===== src/rtl/muldiv_pkg.sv =====
// Shared definitions for the iterative RV32M/RV64M multiply/divide unit:
// func3 encodings, FSM states and operand-signedness helpers.
package muldiv_pkg;

  localparam logic [2:0] OP_MUL    = 3'b000;
  localparam logic [2:0] OP_MULH   = 3'b001;
  localparam logic [2:0] OP_MULHSU = 3'b010;
  localparam logic [2:0] OP_MULHU  = 3'b011;
  localparam logic [2:0] OP_DIV    = 3'b100;
  localparam logic [2:0] OP_DIVU   = 3'b101;
  localparam logic [2:0] OP_REM    = 3'b110;
  localparam logic [2:0] OP_REMU   = 3'b111;

  typedef enum logic [1:0] {IDLE, CALC, DONE} state_t;

  function automatic logic is_div(input logic [2:0] op);
    return op[2];
  endfunction

  function automatic logic is_signed_a(input logic [2:0] op);
    return (op != OP_MULHU) && (op != OP_DIVU) && (op != OP_REMU);
  endfunction

  function automatic logic is_signed_b(input logic [2:0] op);
    return is_signed_a(op) && (op != OP_MULHSU);
  endfunction

endpackage


===== src/rtl/muldiv_step.sv =====
// Combinational iteration: BITS_PER_CYCLE shift-add multiply steps or
// restoring-division steps on a shared {high, low} accumulator.
module muldiv_step
  import muldiv_pkg::*;
#(
  parameter int XLEN           = 32,
  parameter int BITS_PER_CYCLE = 1
) (
  input  logic [2*XLEN-1:0] acc_in,
  input  logic [XLEN-1:0]   opnd,
  input  logic              div_mode,
  output logic [2*XLEN-1:0] acc_out
);

  logic [BITS_PER_CYCLE:0][2*XLEN-1:0] chain;

  assign chain[0] = acc_in;

  // Multiply: high half accumulates, low half shifts the multiplier out.
  // Divide: high half is the partial remainder, low half shifts quotient in.
  for (genvar i = 0; i < BITS_PER_CYCLE; i++) begin : g_step
    logic [XLEN:0]     sum;
    logic [XLEN:0]     rem_w;
    logic [XLEN:0]     diff;
    logic [2*XLEN-1:0] mul_nxt;
    logic [2*XLEN-1:0] div_nxt;

    assign sum     = {1'b0, chain[i][2*XLEN-1:XLEN]} + (chain[i][0] ? {1'b0, opnd} : '0);
    assign mul_nxt = {sum, chain[i][XLEN-1:1]};
    assign rem_w   = {chain[i][2*XLEN-1:XLEN], chain[i][XLEN-1]};
    assign diff    = rem_w - {1'b0, opnd};
    assign div_nxt = (rem_w >= {1'b0, opnd}) ?
                     {diff[XLEN-1:0], chain[i][XLEN-2:0], 1'b1} :
                     {rem_w[XLEN-1:0], chain[i][XLEN-2:0], 1'b0};
    assign chain[i+1] = div_mode ? div_nxt : mul_nxt;
  end

  assign acc_out = chain[BITS_PER_CYCLE];

endmodule


===== src/rtl/muldiv_unit.sv =====
// Iterative multiply/divide unit: magnitudes are processed by muldiv_step,
// then sign-corrected; divide-by-zero and signed overflow finish immediately.
module muldiv_unit
  import muldiv_pkg::*;
#(
  parameter int XLEN           = 32,
  parameter int BITS_PER_CYCLE = 1
) (
  input  logic            clk,
  input  logic            rst,
  input  logic            start,
  input  logic [2:0]      op,
  input  logic [XLEN-1:0] a,
  input  logic [XLEN-1:0] b,
  output logic            busy,
  output logic            done,
  output logic [XLEN-1:0] result
);

  localparam int N     = XLEN / BITS_PER_CYCLE;
  localparam int CNT_W = $clog2(N + 1);
  localparam logic [XLEN-1:0] MIN_NEG = {1'b1, {(XLEN-1){1'b0}}};

  function automatic logic [XLEN-1:0] cond_neg(input logic [XLEN-1:0] v, input logic neg);
    return neg ? (~v + 1'b1) : v;
  endfunction

  function automatic logic [2*XLEN-1:0] cond_neg_wide(input logic [2*XLEN-1:0] v, input logic neg);
    return neg ? (~v + 1'b1) : v;
  endfunction

  state_t            state, state_nxt;
  logic [CNT_W-1:0]  cnt;
  logic [2*XLEN-1:0] acc, acc_step, prod;
  logic [XLEN-1:0]   opnd, a_mag, b_mag, special_res, div_raw, calc_res;
  logic [2:0]        op_q;
  logic              neg_q, a_neg, b_neg, div_zero, div_ovf, special, launch_neg;
  logic              launch;

  assign launch = (state == IDLE) && start;

  always_comb begin
    a_neg      = is_signed_a(op) & a[XLEN-1];
    b_neg      = is_signed_b(op) & b[XLEN-1];
    a_mag      = cond_neg(a, a_neg);
    b_mag      = cond_neg(b, b_neg);
    div_zero   = is_div(op) && (b == '0);
    div_ovf    = is_div(op) && is_signed_a(op) && (a == MIN_NEG) && (b == '1);
    special    = div_zero || div_ovf;
    // Remainder follows the dividend sign; product and quotient follow the XOR.
    launch_neg = (is_div(op) && op[1]) ? a_neg : (a_neg ^ b_neg);
    if (div_zero) special_res = op[1] ? a : '1;
    else          special_res = op[1] ? '0 : a;
  end

  muldiv_step #(
    .XLEN          (XLEN),
    .BITS_PER_CYCLE(BITS_PER_CYCLE)
  ) u_step (
    .acc_in  (acc),
    .opnd    (opnd),
    .div_mode(is_div(op_q)),
    .acc_out (acc_step)
  );

  always_comb begin
    prod    = cond_neg_wide(acc_step, neg_q);
    div_raw = op_q[1] ? acc_step[2*XLEN-1:XLEN] : acc_step[XLEN-1:0];
    if (is_div(op_q))         calc_res = cond_neg(div_raw, neg_q);
    else if (op_q == OP_MUL)  calc_res = prod[XLEN-1:0];
    else                      calc_res = prod[2*XLEN-1:XLEN];
  end

  always_comb begin
    state_nxt = state;
    case (state)
      IDLE:    if (start) state_nxt = special ? DONE : CALC;
      CALC:    if (cnt == CNT_W'(1)) state_nxt = DONE;
      DONE:    state_nxt = IDLE;
      default: state_nxt = IDLE;
    endcase
  end

  always_ff @(posedge clk) begin
    if (rst) begin
      state  <= IDLE;
      cnt    <= '0;
      result <= '0;
    end else begin
      state <= state_nxt;
      if (launch) begin
        cnt <= special ? '0 : CNT_W'(N);
        if (special) result <= special_res;
      end else if (state == CALC) begin
        cnt <= cnt - CNT_W'(1);
        if (cnt == CNT_W'(1)) result <= calc_res;
      end
    end
  end

  always_ff @(posedge clk) begin
    if (launch) begin
      op_q  <= op;
      neg_q <= launch_neg;
      opnd  <= is_div(op) ? b_mag : a_mag;
      acc   <= {{XLEN{1'b0}}, (is_div(op) ? a_mag : b_mag)};
    end else if (state == CALC) begin
      acc <= acc_step;
    end
  end

  assign busy = (state == CALC);
  assign done = (state == DONE);

endmodule


===== config.mk =====
export PLATFORM = sky130hd
export DESIGN_NAME = muldiv_unit
export DESIGN_NICKNAME = d
export VERILOG_FILES = /design/src/rtl/muldiv_pkg.sv /design/src/rtl/muldiv_step.sv /design/src/rtl/muldiv_unit.sv
export SDC_FILE = /design/constraint.sdc
export NUM_CORES = 1
export LEC_CHECK = 0
export BUFFER_PORTS_ARGS = -buffer_cell sky130_fd_sc_hd__buf_2
export CAP_MARGIN = 20
export CORE_UTILIZATION = 40
export DETAILED_ROUTE_END_ITERATION = 8
export PLACE_DENSITY_LB_ADDON = 0.15
export SYNTH_ARGS = -nofsm -noshare
export SYNTH_HDL_FRONTEND = slang
export SYNTH_SLANG_ARGS = --single-unit

===== constraint.sdc =====
create_clock -name clk -period 6.4 [get_ports clk]
set_input_delay 0.32 -clock clk [delete_from_list [all_inputs] [get_ports clk]]
set_output_delay 0.32 -clock clk [all_outputs]
set_load 0.05 [all_outputs]

Word-level counts from Yosys, hierarchy flattened --
Index checks and enable logic that the tools add are counted.
Cells by class: equality and inequality tests 12, $lt $le $gt $ge 1, muxes and demuxes 29, reductions and logical operators 17, bitwise logic cells 7, add/subtract/negate cells 7
Operators by type and width (count):
- two-way mux 32 bit | 18
- two-way mux 64 bit | 3
- adder 32 x 1 -> 32 bit (second input constant) | 3
- NOT 32 bit | 3
- adder 64 x 1 -> 64 bit (second input constant) | 1
- equality test 32 bit (second input constant) | 2
- NOT 64 bit | 1
- adder 32 x 32 -> 33 bit | 1
- greater-or-equal comparator 33 x 32 -> 1 bit | 1
- logical NOT 32 bit | 1
- subtractor 32 bit | 1
- two-way mux 6 bit | 3
- logical AND 1 bit | 9
- equality test 6 x 1 -> 1 bit (second input constant) | 1
- two-way mux 2 bit | 3
- != test 3 x 2 -> 1 bit (second input constant) | 2
- != test 3 bit (second input constant) | 2
- subtractor 6 x 1 -> 6 bit (second input constant) | 1
- != test 2 bit (second input constant) | 2
- case mux 2 bit (2 select lines) | 1
- nonzero test 2 bit | 2
- logical NOT 3 bit | 1
- AND reduction 3 bit | 1
- AND 1 bit | 2
- 8 further kinds | 8
Storage, ports and cells: logic and storage cells 81, register bits after elaboration 140

Logic depth before layout (Yosys ltp) --
word-level depth 11, gate-level depth with buffers 24

Hierarchy --
A second synthesis with hierarchy kept.
Unflattened totals: cell total of the unflattened synthesis 2204, area total of the unflattened synthesis 16524.6 sq um
By module, submodules not included:
- muldiv_unit | times used 1, cells each 1492, sequential area each 3483.3 sq um, area each 11587.4 sq um
- muldiv_step | times used 1, cells each 712, sequential area each 0.0 sq um, area each 4937.2 sq um

Least setup slack after synthesis --
OpenSTA, ideal clock, no wires.
path type register to register, start point reg op_q[2], end point reg result[6], path buffers 9, library setup time 0.131 ns, clock period less this slack 5.418 ns, stages on the path, launching flop included 24, arrival time 5.286 ns, slack 0.982 ns, data required time 6.269 ns, cell sequence edfxtp_1 > buf_2 > buf_2 > buf_1 > buf_2 > buf_2 > clkbuf_1 > buf_1 > clkbuf_1 > buf_2 > a21oi_1 > inv_1 > ha_1 > o211ai_1 > nor2_1 > nand3_1 > or2_2 > nand4b_1 > or2_2 > o31ai_1 > xnor2_1 > a21oi_1 > a2111oi_0 > nor3_1
Between the ends: word-level cells in the longest chain between the ends 9, elaborated cells on any way between the ends 14
RTL lines:
- from (decl) | line muldiv_unit.sv:36 | logic [2:0] op_q;
- from (signal assigned) | line muldiv_unit.sv:103 | op_q <= op;
- two-way mux 64 bit | line muldiv_step.sv:35 | assign chain[i+1] = div_mode ? div_nxt : mul_nxt;
- NOT 64 bit / two-way mux 32 bit (equally long branches) | line muldiv_unit.sv:29, muldiv_unit.sv:68
- adder 64 x 1 -> 64 bit / NOT 32 bit (equally long branches) | line muldiv_unit.sv:29, muldiv_unit.sv:25
- two-way mux 64 bit / adder 32 x 1 -> 32 bit (equally long branches) | line muldiv_unit.sv:29, muldiv_unit.sv:25
- two-way mux 32 bit (on tied branches) | line muldiv_unit.sv:70, muldiv_unit.sv:25
- two-way mux 32 bit * | line muldiv_unit.sv:69 | if (is_div(op_q)) calc_res = cond_neg(div_raw, neg_q);
- two-way mux 32 bit * | line muldiv_unit.sv:96 | if (cnt == CNT_W'(1)) result <= calc_res;
- two-way mux 32 bit * | line muldiv_unit.sv:94 | end else if (state == CALC) begin
- two-way mux 32 bit * | line muldiv_unit.sv:91 | if (launch) begin
- to (signal assigned) | line muldiv_unit.sv:93 | if (special) result <= special_res;
- to (signal assigned) | line muldiv_unit.sv:96
- to (decl) | line muldiv_unit.sv:17 | output logic [XLEN-1:0] result
Mark *: on every way between the ends. The rest lies on a longest branch, timed or not. The select of a mux whose other input is x is not followed. A chain may end at the register's enable or synchronous reset.

Worst setup path in the final report --
start point reg opnd[6], end point reg result[31]
Between the ends: word-level cells in the longest chain between the ends 11, elaborated cells on any way between the ends 18
RTL lines:
- from (decl) | line muldiv_unit.sv:35 | logic [XLEN-1:0] opnd, a_mag, b_mag, special_res, div_raw, calc_res;
- from (signal assigned) | line muldiv_unit.sv:105 | opnd <= is_div(op) ? b_mag : a_mag;
- two-way mux 32 bit, or another cell as far along | line muldiv_step.sv:28 | assign sum = {1'b0, chain[i][2*XLEN-1:XLEN]} + (chain[i][0] ? {1'b0, opnd} : '0);
- adder 32 x 32 -> 33 bit / two-way mux 64 bit (equally long branches) | line muldiv_step.sv:28, muldiv_step.sv:32
- two-way mux 64 bit * | line muldiv_step.sv:35
- NOT 64 bit / two-way mux 32 bit (equally long branches) | line muldiv_unit.sv:29, muldiv_unit.sv:68
- adder 64 x 1 -> 64 bit / NOT 32 bit (equally long branches) | line muldiv_unit.sv:29, muldiv_unit.sv:25
- two-way mux 64 bit / adder 32 x 1 -> 32 bit (equally long branches) | line muldiv_unit.sv:29, muldiv_unit.sv:25
- two-way mux 32 bit (on tied branches) | line muldiv_unit.sv:70, muldiv_unit.sv:25
- two-way mux 32 bit * | line muldiv_unit.sv:69
- two-way mux 32 bit * | line muldiv_unit.sv:96
- two-way mux 32 bit * | line muldiv_unit.sv:94
- two-way mux 32 bit * | line muldiv_unit.sv:91
Marked as above.

==> flow_summary.ini <==
[sta]
relSlewSlack = 0.2498
rsz0062_at_grt = no
period_share = 0.9249
whs_ns = 0.1021
fin_tns_setup_ns = 0
clock.fmax_ghz = 0.1689
fin_ws_ns = 0.4808
tightest_slew_ns = 1.111
setup_viol = 0
fin_skew_ns = 0.01342
finalMaxSlewViolations = 0
hold_viol_final = 0
period_minus_slack_ns = 5.919

[cells_and_area]
final_util = 0.4418
fillers = 4348
area_growth_pct = 9.008
nets = 2491
drive_gt1_frac = 0.1161

[route]
routedWlPerCell_um = 26.60
vias = 18870
detailedRoute.firstIterationViolations = 2310
routed_wl_um = 77160
avgViaCountPerCell = 6.505
drt_pass1_iterations = 9
drc = 0
drtAntennaViolNets = 0

[synth]
synth_top_family_by_area = compound AO/OA/AOI/OAI gates
synth_compound_area_frac = 0.2983
synthXorXnorAreaFrac = 0.08089
syn_nets = 2467
synth_cell_type_count = 103
yosys_most_used_dff = dfxtp_1
syn-cell-area_um2 = 17000
synth_top_cell_by_area = edfxtp_1
yosys-top-cells-area = edfxtp_1 12%, dfxtp_1 8.5%, a21oi_1 6.7%
muxShareOfSynthArea = 0.05572
yosys.area.top_type_share = 0.1201
async_flop_share = 0
synth_seq_cells = 140
syn_inst = 2324
synthAdderAreaFrac = 0.06403
yosysSeqAreaShare = 0.2049
yosys_warnings = 0
syn_area_per_cell_um2 = 7.315
synth_edf_count = 68
synth-simple-area-share = 0.2402

[floorplanning]
io_pins = 104
initial_core_util = 0.4053
die_h_um = 208.2
die_area_um2 = 43330
core_area_um2 = 41950
rows = 75
die_x_um = 208.2

[power]
p_int_mw = 3.011
p_switching_mw = 3.368
ir_drop_mv = 0.1810
power_frac_comb = 0.625
p_leak_nw = 7.084
power.share.clock = 0.162
total_power_mw = 6.379
seq_power_share = 0.213
switching_share = 0.5279
p_per_area_nw_per_um2 = 344.2

[job]
drv_cap = 0

[grt]
grt_pass1_vias = 17100
grt_pass1_wl_um = 113800
grt_overflow_total = 0
track_usage = 0.3516
grt_max_degree = 73
antenna_found_initial = 4

[worst_setup_path]
rr_startpoint = opnd[6]
slowest_delay_ns = 0.71
r2r-end = result[31]
reg2regPathDepth = 15
path_max_fanout = 22
end_kind = flip-flop
cp_slowest_cell = a31o_2
r2r_setup_slack_ns = 0.48
startpoint_type = flip-flop
worst_ep_arrival_time_ns = 6.27
path_class = flip-flop to flip-flop
required_ns = 6.75
timing.critical_path.cells = inv_1 -> ha_1 -> a21oi_1 -> o21ai_0 -> a21oi_1 -> a31o_2 -> nand2_2 -> a221oi_2 -> a31oi_1 -> a211o_1 -> nor4_4 -> nand3_1 -> o41ai_1 -> xor2_1 -> a211oi_2
cp_common_cell = a21oi_1

[clock_tree]
cts_max_path_buffers = 2
clkSlewWorstSetupHoldPaths_ns = 0.07
clk-insertion-delay-late_ns = 0.47
cts_tree = built
cts_buffers = 17
cts_setup_buffers = 0
cts-root-buf = clkbuf_16
htree_levels = 4
cts.sinks = 140
ctsHoldBuffers = 0

[hold_path]
hold_start = op[0]
hold_depth = 1
hold_path_end = op_q[0]
hp-class = input port to flip-flop

[place]
gp_congestion = 1.030
io_buffer_count = 103
dp_hpwl_um = 60490
dpl_worst_slack_ns = 0.3365

[outcome]
outcome = completed
routing by layer:
layer | up-vias | global-route usage | wire [um]
li1 | 8674 | - | -
met1 | 9017 | 0.4822 | 32760
met2 | 1026 | 0.5347 | 33280
met3 | 153 | 0.05042 | 6902
met4 | 0 | 0.1819 | 4220
met5 | - | 0 | 0
per-stage QoR:
stage | cells | area [um2]
finish | 2901 | 18530
global route | 2900 | 18530
CTS | 2900 | 18530
detailed placement | 2868 | 17950
floorplan | 2324 | 17000
global placement | 2868 | 17950
kinds of logic after synthesis:
| group | after synthesis |
|---|---|
| AO/OA/AOI/OAI | 772 |
| adder cells (fa/ha/maj) | 89 |
| XOR/XNOR | 157 |
| multiplexers | 92 |
| AND/OR/NAND/NOR | 846 |
| flip-flops | 140 |
| buffers and inverters | 228 |
timing repair:
| item | in CTS | in global routing |
|---|---|---|
| setup endpoints to repair | 0 | 5 |
| resized for setup | 0 | 1 |
| hold endpoints to repair | 0 | 0 |
cell usage after synthesis (8+ instances only):
| cell | n |
|---|---|
| edfxtp_1 | 68 |
| ha_1 | 71 |
| buf_4 | 9 |
| clkbuf_1 | 86 |
| o21ai_0 | 167 |
| and3_1 | 12 |
| a21boi_0 | 11 |
| nor2b_1 | 16 |
| nand4_1 | 34 |
| a22o_1 | 11 |
| or4_1 | 11 |
| o221ai_1 | 12 |
| xor2_1 | 61 |
| a21o_1 | 17 |
| o211ai_1 | 37 |
| nor4_1 | 20 |
| mux2_2 | 21 |
| nand2b_1 | 20 |
| nor2_1 | 218 |
| mux2i_1 | 71 |
| nor3b_1 | 10 |
| o31ai_1 | 35 |
| and2_1 | 44 |
| or2_2 | 12 |
| o41ai_1 | 12 |
| buf_1 | 21 |
| o21ai_1 | 8 |
| inv_1 | 78 |
| o21a_1 | 22 |
| nor3_1 | 78 |
| a211oi_1 | 25 |
| dfxtp_1 | 72 |
| or3_1 | 27 |
| o21bai_1 | 12 |
| a21oi_1 | 229 |
| xnor2_1 | 96 |
| a31oi_1 | 46 |
| nand3_1 | 50 |
| maj3_1 | 16 |
| buf_2 | 25 |
| a221oi_1 | 12 |
| nand2_1 | 255 |
registers in the layout (all words and copies together) (netlist names):
register  cells
acc          64
cnt           6
neg_q         1
op_q          3
opnd         32
result       32
state         2
critical path, delay by kind of cell, from the launching register on:
kind	cells	cell delay (ns)
buffers and inverters	1	0.05
adders and majority gates	1	0.42
AOI/OAI and AO/OA	9	3.65
xor gates and xnor gates	1	0.29
and+or+nand+nor	3	1.01
DFF	1	0.35
how the worst max path moves through the flow:
stage | start | endpoint | slack, ns | depth (start not counted)
global route | opnd[6] | result[29] | 0.18 | 15
global placement | acc[43] | result[29] | 0.33 | 14
finish | opnd[6] | result[31] | 0.48 | 15
detailed placement | acc[43] | result[29] | 0.34 | 14
CTS | opnd[6] | result[29] | 0.29 | 15
floorplan | op_q[2] | result[6] | 0.98 | 23
layout make-up:
type	instances	area, um2	area share
Multi-Input combinational cell	1956	12600	0.6797
Sequential cell	140	3483	0.1880
Timing Repair Buffer	150	880.8	0.04753
Tap cell	539	674.4	0.03639
Clock buffer	21	475.5	0.02566
Inverter	83	311.5	0.01681
Clock inverter	11	107.6	0.005806
Antenna cell	1	2.502	0.0001350
cell usage in the layout, fill, tap and decap left out, types with 20 or more instances in the layout:
cell        n
buf_4      46
xnor2_1    96
o21a_1     22
and2_1     44
nand3_1    50
inv_1      77
o211ai_1   37
or3_1      27
o31ai_1    35
nor4_1     20
nor3_1     77
o21ai_0   166
nand4_1    34
nand2b_1   20
a211oi_1   25
mux2i_1    71
ha_1       71
a21oi_1   229
edfxtp_1   68
a31oi_1    45
xor2_1     61
buf_2     103
dfxtp_1    72
nor2_1    218
mux2_2     21
nand2_1   254
power groups by stage:
stage,registers (mW),clock network [mW],logic (mW)
floorplan,1.42,0,2.54
detailed placement,1.37,0,3.85
global placement,1.36,0,3.86
finish,1.36,1.03,3.99
global route,1.38,1.08,4.24
CTS,1.35,1.05,3.87
(Power assumes the default switching activity.)
